--- src/rtl/drum_pkg.sv ---
// Shared definitions for the DRUM sequential multiplier: controller state
// encoding and the enum type used by the FSM.
package drum_pkg;

   localparam logic [1:0] ST_IDLE = 2'd0;
   localparam logic [1:0] ST_PREP = 2'd1;
   localparam logic [1:0] ST_MULT = 2'd2;
   localparam logic [1:0] ST_DONE = 2'd3;

   typedef enum logic [1:0] {
      IDLE = ST_IDLE,
      PREP = ST_PREP,
      MULT = ST_MULT,
      DONE = ST_DONE
   } drumStateT;

endpackage

--- src/rtl/drum_lod_truncate.sv ---
// Combinational DRUM operand reduction: finds the leading one of x and keeps
// the K bits starting there, with the lowest kept bit forced to 1 so the
// dropped tail is replaced by its expected midpoint. Small operands (including
// zero) pass through untouched with no shift.
module drum_lod_truncate #(
   parameter int N = 16,
   parameter int K = 6
) (
   input  logic [N-1:0]         x,
   output logic [K-1:0]         tx,
   output logic [$clog2(N)-1:0] sx
);

   localparam int SW = $clog2(N);

   logic [SW-1:0] lead;

   // Leading-one detector: the highest set bit wins because later loop
   // iterations overwrite earlier ones.
   always_comb begin
      lead = '0;
      for (int i = 0; i < N; i++) begin
         if (x[i]) begin
            lead = SW'(i);
         end
      end
   end

   // Truncation: only operands with a set bit at or above position K are
   // reduced; the shift amount is how far the K-bit window sits above bit 0.
   always_comb begin
      tx = x[K-1:0];
      sx = '0;
      if ((x >> K) != '0) begin
         sx = lead - SW'(K - 1);
         tx = K'(x >> sx) | K'(1);
      end
   end

endmodule

--- src/rtl/drum_seq_multiplier.sv ---
// Sequential shift-add unsigned multiplier with an optional DRUM approximate
// mode. Operands are accepted in IDLE, reduced in PREP, multiplied one bit
// per cycle in MULT, and the product is held in DONE until taken.
module drum_seq_multiplier
   import drum_pkg::*;
#(
   parameter int N = 16,
   parameter int K = 6
) (
   input  logic           clk,
   input  logic           rst_n,
   input  logic           in_valid,
   output logic           in_ready,
   input  logic [N-1:0]   a,
   input  logic [N-1:0]   b,
   input  logic           approx,
   output logic           out_valid,
   input  logic           out_ready,
   output logic [2*N-1:0] product,
   output logic           busy
);

   localparam int PW  = 2 * N;
   localparam int SW  = $clog2(N);
   localparam int SHW = SW + 1;
   localparam int CW  = $clog2(N + 1);

   drumStateT state;
   drumStateT nextState;

   logic [N-1:0]   aReg;
   logic [N-1:0]   bReg;
   logic           approxReg;
   logic [PW-1:0]  mcand;
   logic [N-1:0]   mplier;
   logic [PW-1:0]  acc;
   logic [SHW-1:0] shiftReg;
   logic [CW-1:0]  stepCnt;
   logic [CW-1:0]  stepLimit;
   logic [K-1:0]   taA;
   logic [K-1:0]   taB;
   logic [SW-1:0]  saA;
   logic [SW-1:0]  saB;

   drum_lod_truncate #(.N(N), .K(K)) u_truncA (
      .x  (aReg),
      .tx (taA),
      .sx (saA)
   );

   drum_lod_truncate #(.N(N), .K(K)) u_truncB (
      .x  (bReg),
      .tx (taB),
      .sx (saB)
   );

   assign stepLimit = approxReg ? CW'(K) : CW'(N);

   // State register; reset aborts whatever operation is in flight.
   always_ff @(posedge clk or negedge rst_n) begin
      if (!rst_n) begin
         state <= IDLE;
      end else begin
         state <= nextState;
      end
   end

   // Next-state and handshake outputs. MULT lingers one extra cycle after the
   // last step so the final scaling shift lands in the product register as
   // DONE is entered.
   always_comb begin
      nextState = state;
      in_ready  = 1'b0;
      out_valid = 1'b0;
      busy      = 1'b1;
      case (state)
         IDLE: begin
            in_ready = 1'b1;
            busy     = 1'b0;
            if (in_valid) begin
               nextState = PREP;
            end
         end
         PREP: begin
            nextState = MULT;
         end
         MULT: begin
            if (stepCnt == stepLimit) begin
               nextState = DONE;
            end
         end
         DONE: begin
            out_valid = 1'b1;
            if (out_ready) begin
               nextState = IDLE;
            end
         end
         default: begin
            nextState = IDLE;
         end
      endcase
   end

   // Datapath: operand capture, working-operand setup, one shift-add step per
   // MULT cycle, then the scaled result is written to the product register,
   // which is otherwise left alone so it keeps the last delivered value.
   always_ff @(posedge clk or negedge rst_n) begin
      if (!rst_n) begin
         aReg      <= '0;
         bReg      <= '0;
         approxReg <= 1'b0;
         mcand     <= '0;
         mplier    <= '0;
         acc       <= '0;
         shiftReg  <= '0;
         stepCnt   <= '0;
         product   <= '0;
      end else begin
         case (state)
            IDLE: begin
               if (in_valid) begin
                  aReg      <= a;
                  bReg      <= b;
                  approxReg <= approx;
               end
            end
            PREP: begin
               acc     <= '0;
               stepCnt <= '0;
               if (approxReg) begin
                  mcand    <= PW'(taA);
                  mplier   <= N'(taB);
                  shiftReg <= SHW'(saA) + SHW'(saB);
               end else begin
                  mcand    <= PW'(aReg);
                  mplier   <= bReg;
                  shiftReg <= '0;
               end
            end
            MULT: begin
               if (stepCnt == stepLimit) begin
                  product <= acc << shiftReg;
               end else begin
                  if (mplier[0]) begin
                     acc <= acc + mcand;
                  end
                  mcand   <= mcand << 1;
                  mplier  <= mplier >> 1;
                  stepCnt <= stepCnt + CW'(1);
               end
            end
            default: begin
            end
         endcase
      end
   end

endmodule
--- config.mk ---
export PLATFORM = sky130hd
export DESIGN_NAME = drum_seq_multiplier
export DESIGN_NICKNAME = d
export VERILOG_FILES = /design/src/rtl/drum_pkg.sv /design/src/rtl/drum_lod_truncate.sv /design/src/rtl/drum_seq_multiplier.sv
export SDC_FILE = /design/constraint.sdc
export NUM_CORES = 1
export LEC_CHECK = 0
export BUFFER_PORTS_ARGS = -buffer_cell sky130_fd_sc_hd__buf_2
export CAP_MARGIN = 20
export CORE_ASPECT_RATIO = 0.6
export CORE_MARGIN = 5
export CORE_UTILIZATION = 53
export CTS_BUF_LIST = sky130_fd_sc_hd__clkbuf_4
export CTS_CLUSTER_DIAMETER = 150
export CTS_CLUSTER_SIZE = 30
export DETAILED_ROUTE_END_ITERATION = 16
export PLACE_DENSITY = 0.71
export SYNTH_ARGS = -nofsm -noshare
export SYNTH_HDL_FRONTEND = slang
export SYNTH_SLANG_ARGS = --single-unit
--- constraint.sdc ---
create_clock -name clk -period 4.7 [get_ports clk]
set_input_delay 0.705 -clock clk [delete_from_list [all_inputs] [get_ports clk]]
set_output_delay 0.705 -clock clk [all_outputs]
set_load 0.02 [all_outputs]
* Word level (Yosys, flattened, before mapping)
Cells that the tools add are included.
** Storage, ports and cells
- Flip-flop bits (word level) :: 157
- Bits in latches :: 0
- Memory bits (writable) :: 0
- ROM bits :: 0
- Input bits :: 37
- Output and inout bits :: 35
- Memories kept :: 0
** Operators by class
- Add/subtract/negate cells :: 5
- Multipliers :: 0
- Divide/modulo/power cells :: 0
- Order comparisons :: 0
- Eq/ne operators :: 9
- Shift operators :: 3
- Multiplexer cells :: 54
- Bitwise logic cells :: 0
- Reductions and logical operators :: 9
** Operator list (number)
- 32-bit one-hot mux with 2 select lines :: 2
- 4-bit 2-to-1 mux :: 30
- 32-bit 2-to-1 mux :: 3
- 16-bit 2-to-1 mux :: 3
- 32-bit adder :: 1
- 16-bit one-hot mux with 2 select lines :: 1
- 16-bit nonzero test :: 2
- 32-bit by 5-bit << shifter with 32-bit output :: 1
- 16-bit by 4-bit >> shifter with 6-bit output :: 2
- 5-bit 2-to-1 mux :: 3
- 6-bit 2-to-1 mux :: 2
- 2-bit != test (second input constant) :: 5
- 5-bit one-hot mux with 2 select lines :: 1
- 2-bit one-hot mux with 4 select lines :: 1
- 4-bit by 3-bit subtractor with 4-bit output (second input constant) :: 2
- 2-bit 2-to-1 mux :: 3
- 2-bit AND reduction :: 3
- 3-bit AND reduction :: 2
- 4-bit by 4-bit adder with 5-bit output :: 1
- 5-bit by 1-bit adder with 5-bit output (second input constant) :: 1
- 5-bit == test :: 1
- 1-bit 2-to-1 mux :: 5
- 2-bit == test (second input constant) :: 2
- 2-bit by 1-bit == test with 1-bit output (second input constant) :: 1
- other kinds (2) :: 2

* Longest topological paths before layout
- Word-level depth :: 20
- Depth in mapped cells :: 17

* Hierarchy
Synthesis repeated with hierarchy kept, for this count alone.
** Unflattened totals
- Cells, all modules :: 1257
- Area, all modules :: 11173.2 um^2
** By module, submodules not included
- drum_seq_multiplier :: times used 1, cells each 971, area each 9334.0 um^2, sequential area each 3928.8 um^2
- drum_lod_truncate :: times used 2, cells each 143, area each 919.6 um^2, sequential area each 0.0 um^2

* Worst setup path after synthesis
No wires, ideal clock.
- Kind :: reg2reg
- Start :: register bReg[2]
- End :: register shiftReg[3]
- Library setup time :: 0.136 ns
- Arrival :: 3.240 ns
- Required time :: 4.564 ns
- Slack :: 1.324 ns
- Cell stages (with the launch flop) :: 16
- Period minus slack after synthesis :: 3.376 ns
- Path through :: dfrtp_1 > nand2b_1 > a221oi_2 > o22ai_2 > a21boi_4 > buf_2 > inv_1 > ha_1 > clkbuf_1 > buf_1 > nor2_1 > ha_1 > a21o_1 > a21oi_1 > xor2_1 > o22ai_1
** Between the ends
- Longest elaborated chain between the ends :: 18
** RTL lines
- start: declaration :: RTL line drum_seq_multiplier.sv:32 : logic [N-1:0] bReg;
- start signal: assignment :: RTL line drum_seq_multiplier.sv:110 : bReg <= '0;
- start signal: assignment :: RTL line drum_seq_multiplier.sv:123 : bReg <= b;
- 4-bit 2-to-1 mux (14 in series) :: RTL line drum_lod_truncate.sv:23 : if (x[i]) begin
- 4-bit by 3-bit subtractor with 4-bit output :: RTL line drum_lod_truncate.sv:35 : sx = lead - SW'(K - 1);
- 4-bit 2-to-1 mux :: RTL line drum_lod_truncate.sv:34 : if ((x >> K) != '0) begin
- 4-bit by 4-bit adder with 5-bit output :: RTL line drum_seq_multiplier.sv:133 : shiftReg <= SHW'(saA) + SHW'(saB);
- 5-bit 2-to-1 mux :: RTL line drum_seq_multiplier.sv:130 : if (approxReg) begin
- end signal: assignment :: RTL line drum_seq_multiplier.sv:133
- end: declaration :: RTL line drum_seq_multiplier.sv:37 : logic [SHW-1:0] shiftReg;
No other way between the ends.
A chain may end at the register's enable or synchronous reset.

* Final worst setup path
- Start :: register aReg[15]
- End :: register shiftReg[3]
** Between the ends
- Longest elaborated chain between the ends :: 5
- Elaborated cells on any way between the ends :: 6
- Those cells by class :: add/sub: 2; mux: 3; reduce/logical: 1
** RTL lines
- start: declaration :: RTL line drum_seq_multiplier.sv:31 : logic [N-1:0] aReg;
- start signal: assignment :: RTL line drum_seq_multiplier.sv:109 : aReg <= '0;
- start signal: assignment :: RTL line drum_seq_multiplier.sv:122 : aReg <= a;
- 4-bit 2-to-1 mux :: RTL line drum_lod_truncate.sv:23
- 4-bit by 3-bit subtractor with 4-bit output :: RTL line drum_lod_truncate.sv:35
- 4-bit 2-to-1 mux (*) :: RTL line drum_lod_truncate.sv:34
- 4-bit by 4-bit adder with 5-bit output (*) :: RTL line drum_seq_multiplier.sv:133
- 5-bit 2-to-1 mux (*) :: RTL line drum_seq_multiplier.sv:130
Mark *: on every way between the ends. The rest lies on a longest branch, timed or not.

==> reports/metrics.yaml <==
fillCellCount: 1770
htree_levels: 4
ir_worst_vdd_uv: 397.0
status: "finished clean"
synth-edff-count: 0
yosys.area_share.adder_pct: 5.258
netlist_top_cells_area: "dfrtp_1 (37%), mux4_2 (7.1%), nand2_1 (5.7%)"
cp_top_family: "XOR/XNOR gates"
path_cells: "nor2_1, o21ai_1, o21ai_1, a211oi_2, buf_4, inv_1, ha_1, xor2_1, buf_4, nor2_1, ha_1, a21oi_1, xor2_1, o22ai_1"
grt_max_degree: 92
skew_ns: 0.03657
grtUsageMet1_pct: 40.99
antennaDiodeCount: 0
yosys.area_share.simple_pct: 15.13
dieWidth_um: 193.9
fin_tns_setup_ns: 0
drt_iter0_drc: 1144
routabilityCongestion: 0.9619
drive_gt1_share_pct: 18.87
clk_path_buf_depth: 2
p_leak_nw: 5.149
avgSynthCellArea_um2: 9.240
grt_use_met2_pct: 31.70
cts_setup_buffers: 0
grt_pass1_vias: 8340
cts_hold_buffers: 0
initial_core_util_pct: 53.86
synth_area_leader_cell: "dfrtp_1"
grt_pass1_wl_mm: 46.79
route.detailed.wl_per_inst_um: 19.20
core_um2: 19970
routed_wl_mm: 28.34
synth_xor_area_share_pct: 2.617
clock_latency_ns: 0.62
synth_seq_cells: 157
slowest_stage: "xor2_1"
yosysTopAreaCellShare_pct: 36.53
critPathBufInv: 3
synth_cells: 1164
grt_overflow_total: 0
dr_total_vias: 9208
critPathMaxStageDelay_ns: 0.69
dieHeight_um: 120.3
yosysMostFrequentCell: "nand2_1"
rows: 40
final_core_util_pct: 57.53
grt_use_met3_pct: 6.182
ioPinCount: 72
track_usage_pct: 24.63
hold_path.class: "input port to asynchronous set/reset pin"
cp.required_ns: 5.18
hold_viol: 0
ys_top_cells_by_count: "nand2_1 (162), dfrtp_1 (157), o21ai_0 (99)"
synth_nets: 1245
post_cts_resize_count: 0
ys_types: 83
clk_pin_slew_ns: 0.17
maxSlewHeadroom_pct: 27.83
end_kind: "flop"
route.detailed.drc: 0
tightest_slew_ns: 1.083
rsz0062_at_grt: "false"
layout-area-overhead-vs-synth_pct: 6.817
syn-cell-area_um2: 10760
cts_tree: "built"
power_density_nw_per_um2: 713.7
synth-async-reset-ratio_pct: 100.0
antenna_found_initial: 0
period_share_pct: 78.72
dp_hpwl_mm: 20.92
critPathKind: "flop to flop"
critPathArrivalTime_ns: 4.18
final_antenna_net_count: 0
cts_buffers: 17
ys_dominant_reg_cell: "dfrtp_1"
synth_top_family_by_area: "compound AO/OA/AOI/OAI gates"
busiest_layer: "met1"
viasPerCell: 6.238
crit_path_start_kind: "flop"
clkSinkCount: 157
maxCapViolCount: 0
fmax_ghz: 0.2703
nNetsFinal: 1271
finalMaxSlewViolations: 0
synth_compound_area_share_pct: 21.34
clockRootBuffer: "clkbuf_4"
seq_area_frac_synth_pct: 36.53
dieArea_um2: 23340
synth_mux_area_share_pct: 14.81
yosys_warnings: 0
portBuffers: 71
cp_max_fo: 12
final.min_clock_period_ns: 3.700
firstDrtPassIters: 6
setup_viol: 0
## per-stage QoR
step	cell area (um2)	std cells	total power [mW]	setup slack (ns)	hold slack [ns]
4_1_cts	11490	1476	8.126	1.069	0.04714
3_3_place_gp	11240	1444	7.281	1.227	0.4574
3_5_place_dp	11240	1444	7.330	1.108	0.4640
2_1_floorplan	10760	1164	6.163	1.324	0.4094
6_report	11490	1476	8.199	1.000	0.06414
5_1_grt	11490	1476	8.872	0.7659	0.08475
## path summary, 6_finish.rpt
check	startpoint	end	slack (ns)	cells after the start
min in group clk	a[6]	aReg[6]$_DFFE_PN0P_	0.30	2
min	rst_n	bReg[11]$_DFFE_PN0P_	0.06	1
max in group asynchronous	rst_n	product[26]$_DFFE_PN0P_	3.73	2
max reg2reg	aReg[15]$_DFFE_PN0P_	shiftReg[3]$_DFFE_PN0N_	1.0	14
min reg2reg	product[13]$_DFFE_PN0P_	product[13]$_DFFE_PN0P_	0.49	2
max	aReg[15]$_DFFE_PN0P_	shiftReg[3]$_DFFE_PN0N_	1.0	14
## per-layer routing
| metal | vias to the layer above | wire length [um] |
|---|---|---|
| met2 | 412 | 10920 |
| li1 | 4332 | - |
| met3 | 26 | 2699 |
| met4 | 0 | 265 |
| met5 | - | 0 |
| met1 | 4438 | 14450 |
## cells by family (layout without fill, tap and decap cells)
logic type | after synthesis | in the layout
compound gates | 349 | 349
xor+xnor | 30 | 30
fa+ha+maj | 44 | 44
buf+inv | 110 | 149
flops | 157 | 157
mux | 111 | 111
simple gates | 363 | 363
## area by class of cell
class | instances | area, um2 | area share, %
multi-input cells | 897 | 6370 | 55.45
well taps | 273 | 341.6 | 2.973
clock buffers | 18 | 135.1 | 1.176
flip-flops and latches | 157 | 3930 | 34.21
repair buffers | 85 | 479.2 | 4.171
inverters | 32 | 121.4 | 1.056
clock inverters | 14 | 111.4 | 0.9693
## power by group
part	switching, mW	internal [mW]
sequential	0.738	1.74
combinational	2.84	2.11
clock	0.549	0.223
## registers in the layout, indices dropped and copies added (netlist names)
name       flops
mcand         32
state          2
bReg          16
acc           32
approxReg      1
aReg          16
mplier        16
shiftReg       5
stepCnt        5
product       32
## worst reg2reg max path, delay by kind of cell, from the launching register on
kind	cells	cell delay, ns
AND/OR/NAND/NOR	2	0.18
buffers and inverters	3	0.55
XOR/XNOR	2	0.86
adder cells (fa/ha/maj)	2	0.61
AO/OA/AOI/OAI	5	0.72
flip-flops	1	0.64
## cell usage in the layout, fill, tap and decap left out, types with 5 or more instances in the layout
| master | netlist | final |
|---|---|---|
| clkbuf_4 | 0 | 18 |
| xnor2_1 | 16 | 16 |
| nand3_1 | 25 | 25 |
| o211ai_1 | 5 | 5 |
| o21ai_1 | 20 | 20 |
| a31oi_1 | 13 | 13 |
| inv_6 | 0 | 5 |
| nand2b_1 | 5 | 5 |
| buf_2 | 19 | 70 |
| nor2b_1 | 11 | 11 |
| and3_1 | 11 | 11 |
| inv_1 | 28 | 28 |
| a21oi_1 | 67 | 67 |
| o31ai_1 | 8 | 8 |
| a211oi_1 | 16 | 15 |
| mux2i_1 | 32 | 32 |
| o21ai_0 | 99 | 99 |
| xor2_1 | 13 | 13 |
| dfrtp_1 | 157 | 156 |
| buf_4 | 3 | 13 |
| nor2_1 | 95 | 94 |
| o21bai_1 | 6 | 6 |
| mux2_2 | 44 | 44 |
| nand2_1 | 162 | 162 |
| o22ai_1 | 7 | 7 |
| nand4_1 | 5 | 5 |
| a221oi_1 | 18 | 18 |
| nor3_1 | 14 | 14 |
| a22o_1 | 26 | 26 |
| ha_1 | 42 | 42 |
| a21o_1 | 18 | 18 |
| mux4_2 | 34 | 34 |
Power figures use the tool's default switching activity.
